$ cat src/rtl/uart_periph_pkg.sv
// Shared types for the UART peripheral: register map, control word layout,
// supported line rates and the frame-level state encoding used by both FSMs.
package uart_periph_pkg;

  localparam int unsigned ARCH_WIDTH     = 32;
  localparam int unsigned UART_DATA_BITS = 8;

  // Line rates; the enum value is the rate in baud.
  typedef enum logic [31:0] {
    BR_9600   = 32'd9600,
    BR_19200  = 32'd19200,
    BR_38400  = 32'd38400,
    BR_57600  = 32'd57600,
    BR_115200 = 32'd115200
  } uart_baud_rate_t;

  // Register map; address 2'd3 is an unnamed read-as-zero slot.
  typedef enum logic [1:0] {
    UART_CTRL = 2'd0,
    UART_RX   = 2'd1,
    UART_TX   = 2'd2
  } uart_addr_t;

  typedef struct packed {
    logic rx_valid;
    logic tx_ready;
  } uart_ctrl_t;

  typedef enum logic [1:0] {
    IDLE  = 2'd0,
    START = 2'd1,
    DATA  = 2'd2,
    STOP  = 2'd3
  } uart_state_t;

endpackage

$ cat src/rtl/uart_periph_if.sv
// Valid/ready channels used by the peripheral.
//   rv_if_da : request channel carrying addr + wdata (TX = initiator, RX = target)
//   rv_if    : response channel carrying data     (TX = initiator, RX = target)
interface rv_if_da #(
  parameter int unsigned AW = 2,
  parameter int unsigned DW = uart_periph_pkg::ARCH_WIDTH
);
  logic          valid;
  logic          ready;
  logic [AW-1:0] addr;
  logic [DW-1:0] wdata;

  modport TX (output valid, output addr, output wdata, input  ready);
  modport RX (input  valid, input  addr, input  wdata, output ready);
endinterface

interface rv_if #(
  parameter int unsigned DW = uart_periph_pkg::ARCH_WIDTH
);
  logic          valid;
  logic          ready;
  logic [DW-1:0] data;

  modport TX (output valid, output data, input  ready);
  modport RX (input  valid, input  data, output ready);
endinterface

$ cat src/rtl/uart_bit_timer.sv
// Free-running bit-period down-counter.
//   clk, rst : clock, synchronous active-high reset
//   load_i   : restart the count (full period, or half period when half_i=1)
//   half_i   : select CLKS_PER_BIT/2-1 as load value
//   tick_o   : high for the one cycle in which the count is zero
// After reaching zero the counter reloads a full period on its own, so a
// single half-period load lines up all later ticks on bit mid-points.
module uart_bit_timer #(
  parameter int unsigned CLKS_PER_BIT = 868
) (
  input  logic clk,
  input  logic rst,
  input  logic load_i,
  input  logic half_i,
  output logic tick_o
);

  localparam int unsigned CW = $clog2(CLKS_PER_BIT);
  localparam logic [CW-1:0] FULL_LOAD = CW'(CLKS_PER_BIT - 1);
  localparam logic [CW-1:0] HALF_LOAD = CW'(CLKS_PER_BIT / 2 - 1);

  logic [CW-1:0] cnt_q, cnt_d;
  logic          tick_q;

  // Next count: explicit load, auto-reload at zero, otherwise decrement.
  always_comb begin
    cnt_d = cnt_q;
    if (load_i) begin
      cnt_d = half_i ? HALF_LOAD : FULL_LOAD;
    end else if (cnt_q == '0) begin
      cnt_d = FULL_LOAD;
    end else begin
      cnt_d = cnt_q - CW'(1);
    end
  end

  // tick_q mirrors (cnt_q == 0) but comes straight from a flop.
  always_ff @(posedge clk) begin
    if (rst) begin
      cnt_q  <= FULL_LOAD;
      tick_q <= 1'b0;
    end else begin
      cnt_q  <= cnt_d;
      tick_q <= (cnt_d == '0);
    end
  end

  assign tick_o = tick_q;

endmodule

$ cat src/rtl/uart_periph.sv
// Memory-mapped 8N1 UART with a one-byte RX buffer.
//   clk, rst : core clock, synchronous active-high reset
//   req      : request channel (addr = uart_addr_t, wdata[7:0] = TX byte)
//   rsp      : read response channel, data held until accepted
//   uart_rx  : asynchronous serial input
//   uart_tx  : serial output, idle high
module uart_periph
  import uart_periph_pkg::*;
#(
  parameter int unsigned     CLOCK_FREQ = 100_000_000,
  parameter uart_baud_rate_t BAUD_RATE  = BR_115200
) (
  input  logic clk,
  input  logic rst,
  rv_if_da.RX  req,
  rv_if.TX     rsp,
  input  logic uart_rx,
  output logic uart_tx
);

  localparam int unsigned CLKS_PER_BIT = CLOCK_FREQ / 32'(BAUD_RATE);
  localparam logic [2:0]  LAST_BIT     = 3'(UART_DATA_BITS - 1);

  if (CLKS_PER_BIT < 4) begin : g_bad_cpb
    $error("uart_periph: CLKS_PER_BIT must be at least 4");
  end

  // ---------------------------------------------------------------- bus side
  uart_addr_t      req_addr;
  logic            req_fire, rd_fire, tx_start, rx_clear, tx_ready;
  logic [ARCH_WIDTH-1:0] rd_data;
  logic            rsp_valid_q;
  logic [ARCH_WIDTH-1:0] rsp_data_q;
  logic            unused_wdata;

  uart_state_t     tx_state_q;
  logic [2:0]      tx_idx_q;
  logic [7:0]      tx_shift_q;
  logic            uart_tx_q;
  logic            tx_tick;

  logic [1:0]      rx_sync_q;
  logic            rx_prev_q, rx_s, rx_fall, rx_tick, rx_set;
  uart_state_t     rx_state_q;
  logic [2:0]      rx_idx_q;
  logic [7:0]      rx_shift_q;
  logic [7:0]      rx_data_q;
  logic            rx_valid_q;

  // A pending, unaccepted response blocks new requests.
  assign req.ready = !(rsp_valid_q && !rsp.ready);
  assign req_fire  = req.valid && req.ready;
  assign req_addr  = uart_addr_t'(req.addr);
  assign tx_ready  = (tx_state_q == IDLE);
  assign tx_start  = req_fire && (req_addr == UART_TX) && tx_ready;
  assign rd_fire   = req_fire && (req_addr != UART_TX);
  assign rx_clear  = req_fire && (req_addr == UART_RX);
  assign unused_wdata = ^req.wdata[ARCH_WIDTH-1:8];

  // Read data mux.
  always_comb begin
    rd_data = '0;
    case (req_addr)
      UART_CTRL: rd_data = ARCH_WIDTH'(uart_ctrl_t'{rx_valid: rx_valid_q, tx_ready: tx_ready});
      UART_RX:   rd_data = ARCH_WIDTH'(rx_data_q);
      default:   rd_data = '0;
    endcase
  end

  // Response register: loads on a read, drops when consumed.
  always_ff @(posedge clk) begin
    if (rst) begin
      rsp_valid_q <= 1'b0;
      rsp_data_q  <= '0;
    end else if (rd_fire) begin
      rsp_valid_q <= 1'b1;
      rsp_data_q  <= rd_data;
    end else if (rsp.ready) begin
      rsp_valid_q <= 1'b0;
    end
  end

  assign rsp.valid = rsp_valid_q;
  assign rsp.data  = rsp_data_q;

  // ---------------------------------------------------------------- TX path
  uart_bit_timer #(.CLKS_PER_BIT(CLKS_PER_BIT)) u_tx_timer (
    .clk    (clk),
    .rst    (rst),
    .load_i (tx_start),
    .half_i (1'b0),
    .tick_o (tx_tick)
  );

  // TX FSM: start bit, 8 data bits LSB first, stop bit.
  always_ff @(posedge clk) begin
    if (rst) begin
      tx_state_q <= IDLE;
      tx_idx_q   <= '0;
      tx_shift_q <= '0;
      uart_tx_q  <= 1'b1;
    end else begin
      case (tx_state_q)
        IDLE: if (tx_start) begin
          tx_state_q <= START;
          tx_shift_q <= req.wdata[7:0];
          uart_tx_q  <= 1'b0;
        end
        START: if (tx_tick) begin
          tx_state_q <= DATA;
          tx_idx_q   <= '0;
          uart_tx_q  <= tx_shift_q[0];
        end
        DATA: if (tx_tick) begin
          if (tx_idx_q == LAST_BIT) begin
            tx_state_q <= STOP;
            uart_tx_q  <= 1'b1;
          end else begin
            tx_idx_q   <= tx_idx_q + 3'd1;
            tx_shift_q <= {1'b0, tx_shift_q[7:1]};
            uart_tx_q  <= tx_shift_q[1];
          end
        end
        STOP: if (tx_tick) begin
          tx_state_q <= IDLE;
        end
      endcase
    end
  end

  assign uart_tx = uart_tx_q;

  // ---------------------------------------------------------------- RX path
  // Two-flop synchroniser plus edge history, all idle-high.
  always_ff @(posedge clk) begin
    if (rst) begin
      rx_sync_q <= 2'b11;
      rx_prev_q <= 1'b1;
    end else begin
      rx_sync_q <= {rx_sync_q[0], uart_rx};
      rx_prev_q <= rx_sync_q[1];
    end
  end

  assign rx_s    = rx_sync_q[1];
  assign rx_fall = rx_prev_q && !rx_s;

  // Half-period load on the start edge puts every later tick at mid-bit.
  uart_bit_timer #(.CLKS_PER_BIT(CLKS_PER_BIT)) u_rx_timer (
    .clk    (clk),
    .rst    (rst),
    .load_i ((rx_state_q == IDLE) && rx_fall),
    .half_i (1'b1),
    .tick_o (rx_tick)
  );

  // RX FSM: returns to IDLE right after the stop-bit sample.
  always_ff @(posedge clk) begin
    if (rst) begin
      rx_state_q <= IDLE;
      rx_idx_q   <= '0;
      rx_shift_q <= '0;
    end else begin
      case (rx_state_q)
        IDLE: if (rx_fall) begin
          rx_state_q <= START;
        end
        START: if (rx_tick) begin
          rx_state_q <= rx_s ? IDLE : DATA;
          rx_idx_q   <= '0;
        end
        DATA: if (rx_tick) begin
          rx_shift_q <= {rx_s, rx_shift_q[7:1]};
          if (rx_idx_q == LAST_BIT) begin
            rx_state_q <= STOP;
          end else begin
            rx_idx_q <= rx_idx_q + 3'd1;
          end
        end
        STOP: if (rx_tick) begin
          rx_state_q <= IDLE;
        end
      endcase
    end
  end

  // Good stop bit commits the byte; a bad one leaves the buffer untouched.
  assign rx_set = (rx_state_q == STOP) && rx_tick && rx_s;

  // RX buffer: a new byte wins over a same-cycle read clear.
  always_ff @(posedge clk) begin
    if (rst) begin
      rx_data_q  <= '0;
      rx_valid_q <= 1'b0;
    end else if (rx_set) begin
      rx_data_q  <= rx_shift_q;
      rx_valid_q <= 1'b1;
    end else if (rx_clear) begin
      rx_valid_q <= 1'b0;
    end
  end

endmodule

$ cat src/flat_wrapper.sv
// flat-port wrapper written by rule: the top's interface ports become plain ports
module uart_periph_flat import uart_periph_pkg::*;
#(
  parameter int unsigned     CLOCK_FREQ = 100_000_000,
  parameter uart_baud_rate_t BAUD_RATE  = BR_115200
)
  (clk, rst, uart_rx, uart_tx, req_valid, req_addr, req_wdata, req_ready, rsp_valid, rsp_data, rsp_ready);
  rv_if_da #(.AW(2), .DW(32)) req_i ();
  rv_if #(.DW(32)) rsp_i ();
  input  logic clk;
  input  logic rst;
  input  logic uart_rx;
  output logic uart_tx;
  input wire logic [$bits(req_i.valid)-1:0] req_valid;
  input wire logic [$bits(req_i.addr)-1:0] req_addr;
  input wire logic [$bits(req_i.wdata)-1:0] req_wdata;
  output wire logic [$bits(req_i.ready)-1:0] req_ready;
  output wire logic [$bits(rsp_i.valid)-1:0] rsp_valid;
  output wire logic [$bits(rsp_i.data)-1:0] rsp_data;
  input wire logic [$bits(rsp_i.ready)-1:0] rsp_ready;
  assign req_i.valid = req_valid;
  assign req_i.addr = req_addr;
  assign req_i.wdata = req_wdata;
  assign req_ready = req_i.ready;
  assign rsp_valid = rsp_i.valid;
  assign rsp_data = rsp_i.data;
  assign rsp_i.ready = rsp_ready;
  uart_periph #(.CLOCK_FREQ(CLOCK_FREQ), .BAUD_RATE(BAUD_RATE)) u_core (.clk(clk), .rst(rst), .req(req_i), .rsp(rsp_i), .uart_rx(uart_rx), .uart_tx(uart_tx));
endmodule
$ cat config.mk
export PLATFORM = sky130hd
export DESIGN_NAME = uart_periph_flat
export DESIGN_NICKNAME = d
export VERILOG_FILES = /design/src/rtl/uart_periph_pkg.sv /design/src/rtl/uart_periph_if.sv /design/src/rtl/uart_bit_timer.sv /design/src/rtl/uart_periph.sv /design/src/flat_wrapper.sv
export SDC_FILE = /design/constraint.sdc
export NUM_CORES = 1
export LEC_CHECK = 0
export BUFFER_PORTS_ARGS = -buffer_cell sky130_fd_sc_hd__clkbuf_2
export CORE_AREA = 4 4 86 88
export DETAILED_ROUTE_END_ITERATION = 12
export DIE_AREA = 0 0 90 92
export PLACE_DENSITY = 0.79
export RECOVER_POWER = 100
export SLEW_MARGIN = 20
export SYNTH_ARGS = -nofsm -noshare
export SYNTH_HDL_FRONTEND = slang
export SYNTH_SLANG_ARGS = --single-unit
$ cat constraint.sdc
create_clock -name clk -period 2.6 [get_ports clk]
set_input_delay 0.26 -clock clk [delete_from_list [all_inputs] [get_ports clk]]
set_output_delay 0.26 -clock clk [all_outputs]
set_load 0.03 [all_outputs]
After elaboration in Yosys (flattened, before gate mapping)
Index checks and enable logic that the tools add are counted.
{ "word_totals": {"output_inout_bits": 35, "input_bits": 39, "wordCells": 116, "regBits": 94} }
{ "op_classes": {"reduce_logical": 33, "addsub": 4, "n_eq_ne": 23, "n_mux": 39} }
{ "op_table": {"columns": ["cell", "n"], "rows": [
  ["logical NOT 10 bit", 4],
  ["2-to-1 mux 10 bit", 4],
  ["case mux 8 bit (2 select lines)", 2],
  ["2-to-1 mux 8 bit", 3],
  ["2-to-1 mux 2 bit", 11],
  ["subtractor 10 x 1 -> 10 bit (second input constant)", 2],
  ["2-to-1 mux 3 bit", 6],
  ["!= test 2 bit (second input constant)", 9],
  ["case mux 2 bit (4 select lines)", 2],
  ["AND reduction 4 bit", 4],
  ["case mux 3 bit (2 select lines)", 2],
  ["== test 2 bit (second input constant)", 5],
  ["logical AND 1 bit", 10],
  ["AND reduction 5 bit", 2],
  ["nonzero test 2 bit", 5],
  ["2-to-1 mux 1 bit", 8],
  ["!= test 2 x 1 -> 1 bit (second input constant)", 4],
  ["adder 3 x 1 -> 3 bit (second input constant)", 2],
  ["== test 2 x 1 -> 1 bit (second input constant)", 3],
  ["== test 3 bit (second input constant)", 2],
  ["logical NOT 2 bit", 3],
  ["logical NOT 1 bit", 3],
  ["case mux 1 bit (3 select lines)", 1],
  ["nonzero test 3 bit", 1],
  ["AND reduction 2 bit", 1]
]} }

Logic depth before layout (Yosys ltp)
Gate-level depths: netlist of run 1.
{ "logic_depth": {"word_depth": 8, "mapped_depth": 7} }

By module
Synthesis of run 1 repeated with hierarchy kept, for this count alone.
{ "unflattened": {"hier_cells": 397, "hier_area_um2": 3404.5} }
{ "by_module_without_submodules": {"columns": ["module", "cells_per_inst", "instances", "area_per_inst_um2"], "rows": [
  ["uart_periph", 275, 1, 2317.2],
  ["uart_bit_timer at u_core.u_rx_timer", 61, 1, 554.3],
  ["uart_bit_timer at u_core.u_tx_timer", 61, 1, 533.0]
]} }

Least setup slack after synthesis of run 1
No wires, ideal clock.
{ "synth_path": {"path_kind": "register -> register", "start": "register u_core.tx_idx_q[0]", "end": "register u_core.tx_shift_q[4]", "required_ps": 2509, "synth_period_minus_slack_ps": 1778, "n_path_buf": 1, "stages_incl_launch_ff": 8, "path_slack_ps": 822, "arrival_ps": 1687, "setup_time_ps": 91, "cell_sequence": "dfxtp_1 ha_1 ha_1 nor2b_1 mux2_2 clkbuf_1 a21oi_1 a311oi_1"} }
{ "synth_via": {"elab_chain_len": 3} }
{ "synth_lines": {"columns": ["element", "line_no", "rtl"], "rows": [
  ["from (decl)", "uart_periph.sv:37", "logic [2:0] tx_idx_q;"],
  ["from (signal assigned)", "uart_periph.sv:119", "tx_idx_q <= tx_idx_q + 3'd1;"],
  ["== test 3 bit", "uart_periph.sv:115", "if (tx_idx_q == LAST_BIT) begin"],
  ["!= test 2 bit (no line)", null, null],
  ["AND reduction 4 bit (no line)", null, null],
  ["to (signal assigned)", "uart_periph.sv:106", "tx_shift_q <= req.wdata[7:0];"],
  ["to (signal assigned)", "uart_periph.sv:120", "tx_shift_q <= {1'b0, tx_shift_q[7:1]};"],
  ["to (decl)", "uart_periph.sv:38", "logic [7:0] tx_shift_q;"]
]} }
No other way between the ends.
A chain may end at the register's enable or synchronous reset.

Worst setup path after layout of run 1
{ "layout_path": {"start": "register u_core.tx_state_q[0]", "end": "register u_core.tx_idx_q[1]"} }
{ "layout_via": {"elab_chain_len": 3} }
{ "layout_lines": {"columns": ["element", "line_no", "rtl"], "rows": [
  ["from (decl)", "uart_periph.sv:36", "uart_state_t tx_state_q;"],
  ["from (signal assigned)", "uart_periph.sv:98", "tx_state_q <= IDLE;"],
  ["from (signal assigned)", "uart_periph.sv:105", "tx_state_q <= START;"],
  ["from (signal assigned)", "uart_periph.sv:110", "tx_state_q <= DATA;"],
  ["== test 2 bit / == test 2 x 1 -> 1 bit (equally long branches)", "uart_periph.sv:103", "case (tx_state_q)"],
  ["!= test 2 bit (no line) / nonzero test 2 bit (equally long branches)", null, null],
  ["AND reduction 4 bit (no line)", null, null]
]} }
Several ways; a longest one is shown, not always the timed one.

==> metrics.cfg, run 1 <==
[sta]
setup_tns_ns=0
period_share=0.773
hold_viol=0
setup_violations=0
rsz0062_at_grt=no
slew_violations=0
fin_crit_ns=2.01
fin_skew_ns=0.00662
slew_headroom=0.161
worst_pin_slew_ns=1.26
clock.fmax_mhz=498

[synth]
yosys.cell_types.count=55
synth-main-ff-cell=dfxtp_1
yosysTopAreaCell=dfxtp_1
synthArstFlopShare=0
synth_warnings=0
synth_commonest_cells=dfxtp_1, nand2_1, a21oi_1
synth.area.top_cells=dfxtp_1, a21oi_1, nand2_1
synthCells=388
synth_edf_count=0
avgSynthCellArea_sq_um=8.67
synth_area_sq_um=3360
synth_top_area_share=0.417
synth_seq_area_share=0.417
yosysMostFrequentCell=dfxtp_1
ys_seq_elements=70

[route]
totalWireLength_um=6150
postRouteAntennaNets=0
first_pass_iters=4
drcViolationCount=0
vias=2655
drt-initial-drc-count=86
viasPerCell=5.40
wire_per_inst_um=12.5

[clock_network]
cts.sink_count=70
clock_latency_ns=0.34
clockBufferDepth=2
cts_made_buffers=9
root_buffer=clkbuf_8
cts_resized=0
cts_hold_buf=0
post-cts-setup-buffers=0
cts_tree=yes
cts.reportedPaths.clkPinSlew_ns=0.07
h-tree-depth=3

[floorplanning]
num_io_pins=74
die_w_um=90
start_util=0.506
core_area_sq_um=6640
die-height_um=92
dieArea_sq_um=8280
rows=30

[layout]
nNetsFinal=456
multi_input_comb_area_sq_um=1730
fill_cells=609
antenna_cells=0
final_cells=492
design_area_sq_um=3590
syn2layout_area_growth_pct=6.88
drive_gt1_frac=0.107
seq_area_sq_um=1400

[power_and_ir_drop]
leakage_nw=1.35
ir_drop_uv=536
p_total_mw=2.63
power.density_nw_per_um2=733

[worst_setup_path]
crit_fanout=16
arrival_ns=2.20
ff2ff_path_depth=6
cp-end-kind=register
crit_required_ns=2.79
start_kind=register
path_class=register to register

[global_routing]
gr-total-overflow=0
antenna_found_initial=0
grt_max_degree=33
grt_usage=0.153
grt_pass1_vias=2410
grt_first_pass_wirelength_um=10500

[job]
cap_violations=0

[hold_path]
hp-class=input port to register
holdPathStages=2

[placed_design]
placedCellCount=476
place.gp.congestion=0.884
io_buffers=25
place_hpwl_um=4370
post_dp_cell_area_sq_um=3440

[outcome]
outcome=complete, no violations

[worst paths after layout]
| check | end | slack, ns | start |
|---|---|---|---|
| max | u_core.tx_idx_q[1]$_SDFFE_PP0P_ | 0.59 | u_core.tx_state_q[0]$_SDFFE_PP0P_ |
| min | u_core.rx_sync_q[0]$_SDFF_PP1_ | 0.10 | uart_rx |
| max reg2reg | u_core.tx_idx_q[1]$_SDFFE_PP0P_ | 0.59 | u_core.tx_state_q[0]$_SDFFE_PP0P_ |
| min reg2reg | u_core.u_tx_timer.cnt_q[0]$_SDFF_PP1_ | 0.41 | u_core.u_tx_timer.cnt_q[0]$_SDFF_PP1_ |
[metal layers]
metal | track usage | share of wire | up-vias
li1 | - | - | 1360
met1 | 0.177 | 0.44 | 1238
met2 | 0.263 | 0.51 | 55
met4 | 0.0421 | 0.0041 | 0
met5 | 0 | 0 | -
met3 | 0.0599 | 0.043 | 2
[state kept, by name (all words and copies together), names as in the netlist, 2 cells and up, named ones only]
register,count
u_core.rx_sync_q,2
u_core.rx_shift_q,8
u_core.tx_shift_q,8
u_core.rsp.data,8
u_core.rx_idx_q,3
u_core.tx_idx_q,3
u_core.u_tx_timer.cnt_q,10
u_core.u_rx_timer.cnt_q,10
u_core.rx_data_q,8
u_core.tx_state_q,2
[power breakdown]
part	internal (mW)	switching (mW)	total (mW)
Sequential	1.16	0.0658	1.23
Combinational	0.199	0.343	0.541
Clock	0.469	0.398	0.867
[logic make-up (layout without fill, tap and decap cells)]
family	after synthesis	after routing	synth area share
XOR/XNOR	9	9	0.0234
AND/OR/NAND/NOR	146	146	0.227
flip-flops	70	70	0.417
AO/OA/AOI/OAI	88	88	0.171
adder cells (fa/ha/maj)	10	10	0.0372
other	1	24	0.00112
buffers and inverters	52	53	0.0878
multiplexers	12	12	0.0365
[through the flow]
stage	utilization	worst slack [ns]	hold WS [ns]
6_report	0.541	0.590	0.103
4_1_cts	0.548	0.747	0.0908
3_5_place_dp	0.518	0.777	0.402
5_1_grt	0.541	0.372	0.0820
2_1_floorplan	-	0.822	0.364
3_3_place_gp	0.518	0.802	0.394
[critical path, stage by stage, from the launching register on]
cell and delay [ns]:
dfxtp_1 0.34, inv_1 0.09, ha_1 0.17, clkbuf_1 0.64, o21ai_0 0.32, a22oi_1 0.24, nor2_1 0.06
[placed cells by master (no fill, tap or decap), types with 10 or more instances in the layout]
cell | Yosys | final
clkbuf_2 | 0 | 13
clkbuf_8 | 0 | 10
nand2_1 | 50 | 50
a21oi_1 | 39 | 39
ha_1 | 10 | 10
nor2_1 | 29 | 29
mux2i_1 | 10 | 10
dfxtp_1 | 70 | 70
conb_1 | 1 | 24
clkbuf_1 | 16 | 15
[final cells by class]
type,count,share of cell area
Sequential cell,70,0.390
Multi-Input combinational cell,289,0.482
Inverter,9,0.00940
Timing Repair Buffer,28,0.0348
Tap cell,80,0.0278
Clock buffer,11,0.0393
Clock inverter,5,0.0164
Power figures use the tool's default switching activity.
==> run 2, diff against run 1 <==
Settings changed: ABC_AREA set to 1, CORE_AREA 4 4 86 88 to 4 4 90 92, DIE_AREA 0 0 90 92 to 0 0 94 96, PLACE_DENSITY 0.79 to 0.78.
Clock period 2.6 ns to 1.8 ns, I/O delays scaled along.
==> metrics.cfg, run 2 <==
[outcome]
outcome=complete, no violations

[route]
drt-initial-drc-count=133  ; +55%
drcViolationCount=0  ; unchanged
wire_per_inst_um=11.3  ; -10%
viasPerCell=4.86  ; -9.9%
first_pass_iters=4  ; unchanged
totalWireLength_um=6730  ; +9.4%
vias=2909  ; +9.6%
postRouteAntennaNets=0  ; unchanged

[layout]
nNetsFinal=543  ; +19%
syn2layout_area_growth_pct=7.92
drive_gt1_frac=0.144  ; +0.0375
final_common_cell=nand2_1
antenna_cells=0  ; unchanged
fill_cells=687  ; +13%
design_area_sq_um=3730  ; +3.9%
utilization=0.518  ; -0.0234
top_regs=u_core.u_rx_timer.cnt_q (10), u_core.u_tx_timer.cnt_q (10)
mostFrequentLayoutCells=nand2_1, dfxtp_1, inv_1, a21oi_1, nor2_1

[worst_setup_path]
cp-end-kind=register
arrival_ns=1.88  ; -0.32 ns
r2r-start=u_core.u_tx_timer.cnt_q[0]$_SDFF_PP1_
crit_slowest_cell=dfxtp_1
critPathTopFamily=simple AND/OR/NAND/NOR gates
cpMostUsedCell=nand2_1
start_kind=register
crit_fanout=6  ; -10
timing.rr.end=u_core.u_tx_timer.tick_o$_SDFF_PP0_
r2r_slack_ns=0.19  ; -0.40 ns
crit_chain=inv_1 -> ha_1 -> nand2_4 -> nor2_1 -> nand3_2 -> nand2_1 -> nor2_4 -> nand2_1 -> nor3_2
crit_required_ns=2.07  ; -0.72 ns
ff2ff_path_depth=9  ; +3
path_class=register to register
critical_path_buf_inv_count=1  ; -1
cp_slowest_stage_delay_ns=0.39  ; -0.25 ns

[hold_path]
worstHoldEndpoint=u_core.rx_sync_q[0]$_SDFF_PP1_
holdPathStages=2  ; unchanged
hp-start=uart_rx
hp-class=input port to register

[sta]
setup_tns_ns=0  ; unchanged
setup_violations=0  ; unchanged
worst_pin_slew_ns=0.842  ; -0.417 ns
clock.fmax_mhz=623  ; +25%
fin_crit_ns=1.61  ; -0.404 ns
slew_headroom=0.435  ; +0.274
rsz0062_at_grt=no
fin_skew_ns=0.00826  ; +0.00164 ns
slew_violations=0  ; unchanged
period_share=0.892  ; +0.119
hold_viol=0  ; unchanged

[synth]
synth_top_family_by_area=simple AND/OR/NAND/NOR gates
synth_warnings=0  ; unchanged
synth_seq_area_share=0.405  ; -0.0117
synth_commonest_cells=nand2_1, dfxtp_1, inv_1
synth_xor_area_frac=0.00253  ; -0.0209
synthCells=467  ; +20%
avgSynthCellArea_sq_um=7.41  ; -15%
synthSimpleGateAreaFrac=0.273  ; +0.0460
synthArstFlopShare=0  ; unchanged
yosysTopAreaCell=dfxtp_1
synth_top_area_share=0.405  ; -0.0117
yosysMostFrequentCell=nand2_1
synth_area_sq_um=3460  ; +2.9%
ys_seq_elements=70  ; unchanged
synth-main-ff-cell=dfxtp_1
synthAdderAreaFrac=0.0362  ; -0.00105
synth-compound-area-share=0.146  ; -0.0247
synth_edf_count=0  ; unchanged
yosys.cell_types.count=37  ; -33%
muxShareOfSynthArea=0  ; -0.0365
synth.area.top_cells=dfxtp_1, nand2_1, a21oi_1

[floorplanning]
dieArea_sq_um=9020  ; +9.0%
die-height_um=96  ; +4.3%
die_w_um=94  ; +4.4%
rows=31  ; +3.3%
num_io_pins=74  ; unchanged
core_area_sq_um=7210  ; +8.6%
start_util=0.480  ; -0.0265

[global_routing]
gr-total-overflow=0  ; unchanged
grt_pass1_vias=2759  ; +14%
grt_first_pass_wirelength_um=11800  ; +12%
grt_max_degree=24  ; -27%
grt_usage=0.163  ; +0.0104
antenna_found_initial=0  ; unchanged

[placed_design]
io_buffers=25  ; unchanged
post_dp_cell_area_sq_um=3570  ; +3.9%
place.gp.congestion=0.820  ; -7.3%
place_hpwl_um=4960  ; +14%

[power_and_ir_drop]
leakage_nw=1.67  ; +24%
ir_drop_uv=984  ; +83%
power.density_nw_per_um2=1090  ; +49%

[clock_network]
cts.sink_count=70  ; unchanged
cts.reportedPaths.clkPinSlew_ns=0.08  ; about the same
cts_made_buffers=9  ; unchanged
clockBufferDepth=2  ; unchanged
clock_latency_ns=0.35  ; about the same
post-cts-setup-buffers=0  ; unchanged
h-tree-depth=3  ; unchanged
root_buffer=clkbuf_8
cts_tree=yes

[job]
cap_violations=0  ; unchanged

## run 2: cell types whose count changed after synthesis, sizes merged, moves of 9 or more
| cell | change |
|---|---|
| a22oi | -9 |
| a21oi | +10 |
| nand2 | +56 |
| nor2 | +13 |
| clkbuf | -11 |
| mux2i | -10 |
| nand3 | +24 |
| inv | +50 |
| o21ai | +30 |
## run 2: logic make-up (layout without fill, tap and decap cells)
| kind of cell | Yosys count | after routing |
|---|---|---|
| simple gates | 197 | 197 |
| buf+inv | 95 | 104 |
| compound gates | 93 | 93 |
| flops | 70 | 70 |
| fa+ha+maj | 10 | 10 |
| other cells | 1 | 24 |
| xor+xnor | 1 | 1 |
## run 2: worst register-to-register path: cells and delay by family, from the launching register on
| kind | cells | cell delay, ns |
|---|---|---|
| DFF | 1 | 0.39 |
| adders and majority gates | 1 | 0.30 |
| and+or+nand+nor | 7 | 0.78 |
| buffers and inverters | 1 | 0.08 |
## run 2: worst max-delay path by stage
stage,from,to,slack (ns),cells past startpoint
after floorplan,u_core.tx_state_q[0]$_SDFFE_PP0P_,u_core.tx_shift_q[4]$_SDFFE_PP0P_,0.37,8
after global placement,u_core.tx_state_q[0]$_SDFFE_PP0P_,u_core.tx_state_q[1]$_SDFFE_PP0P_,0.24,8
after detailed placement,u_core.tx_state_q[0]$_SDFFE_PP0P_,u_core.tx_state_q[1]$_SDFFE_PP0P_,0.22,8
after CTS,u_core.tx_state_q[0]$_SDFFE_PP0P_,u_core.tx_state_q[1]$_SDFFE_PP0P_,0.15,8
after global routing,u_core.tx_state_q[1]$_SDFFE_PP0P_,u_core.tx_shift_q[7]$_SDFFE_PP0P_,0.04,8
final,u_core.u_tx_timer.cnt_q[0]$_SDFF_PP1_,u_core.u_tx_timer.tick_o$_SDFF_PP0_,0.19,9
## run 2: area by class of cell
cell class	instances	area, sq um	share of cell area
Clock buffer	10	138	0.0369
Clock inverter	6	68.8	0.0184
Inverter	59	221	0.0593
Multi-Input combinational cell	325	1640	0.439
Sequential cell	70	1400	0.375
Tap cell	99	124	0.0332
Timing Repair Buffer	29	141	0.0379
## run 2: report_power, final
group	internal [mW]	switching (mW)	total, mW
clock network	0.687	0.613	1.30
registers	1.71	0.0805	1.79
logic	0.314	0.669	0.983
## run 2: repair_timing
item	4_1_cts	5_1_grt
hold buffers	0	0
setup endpoints to repair	0	2
resized for setup	0	1
## run 2: per-layer routing
| layer | GRT usage | part of all wire | vias to the layer above |
|---|---|---|---|
| met5 | 0 | 0 | - |
| met4 | 0.0746 | 0.017 | 0 |
| met3 | 0.0446 | 0.043 | 12 |
| met2 | 0.292 | 0.50 | 63 |
| met1 | 0.180 | 0.44 | 1321 |
| li1 | - | - | 1513 |
## run 2: metrics by stage
stage | setup WS, ns | hold WS, ns | power (mW) | std cells
floorplan | 0.366 | 0.284 | 2.68 | 490
global placement | 0.245 | 0.375 | 2.78 | 582
detailed placement | 0.216 | 0.375 | 2.81 | 582
CTS | 0.152 | 0.0131 | 4.12 | 598
global route | 0.0371 | 0.0221 | 4.31 | 598
finish | 0.194 | 0.0257 | 4.07 | 598
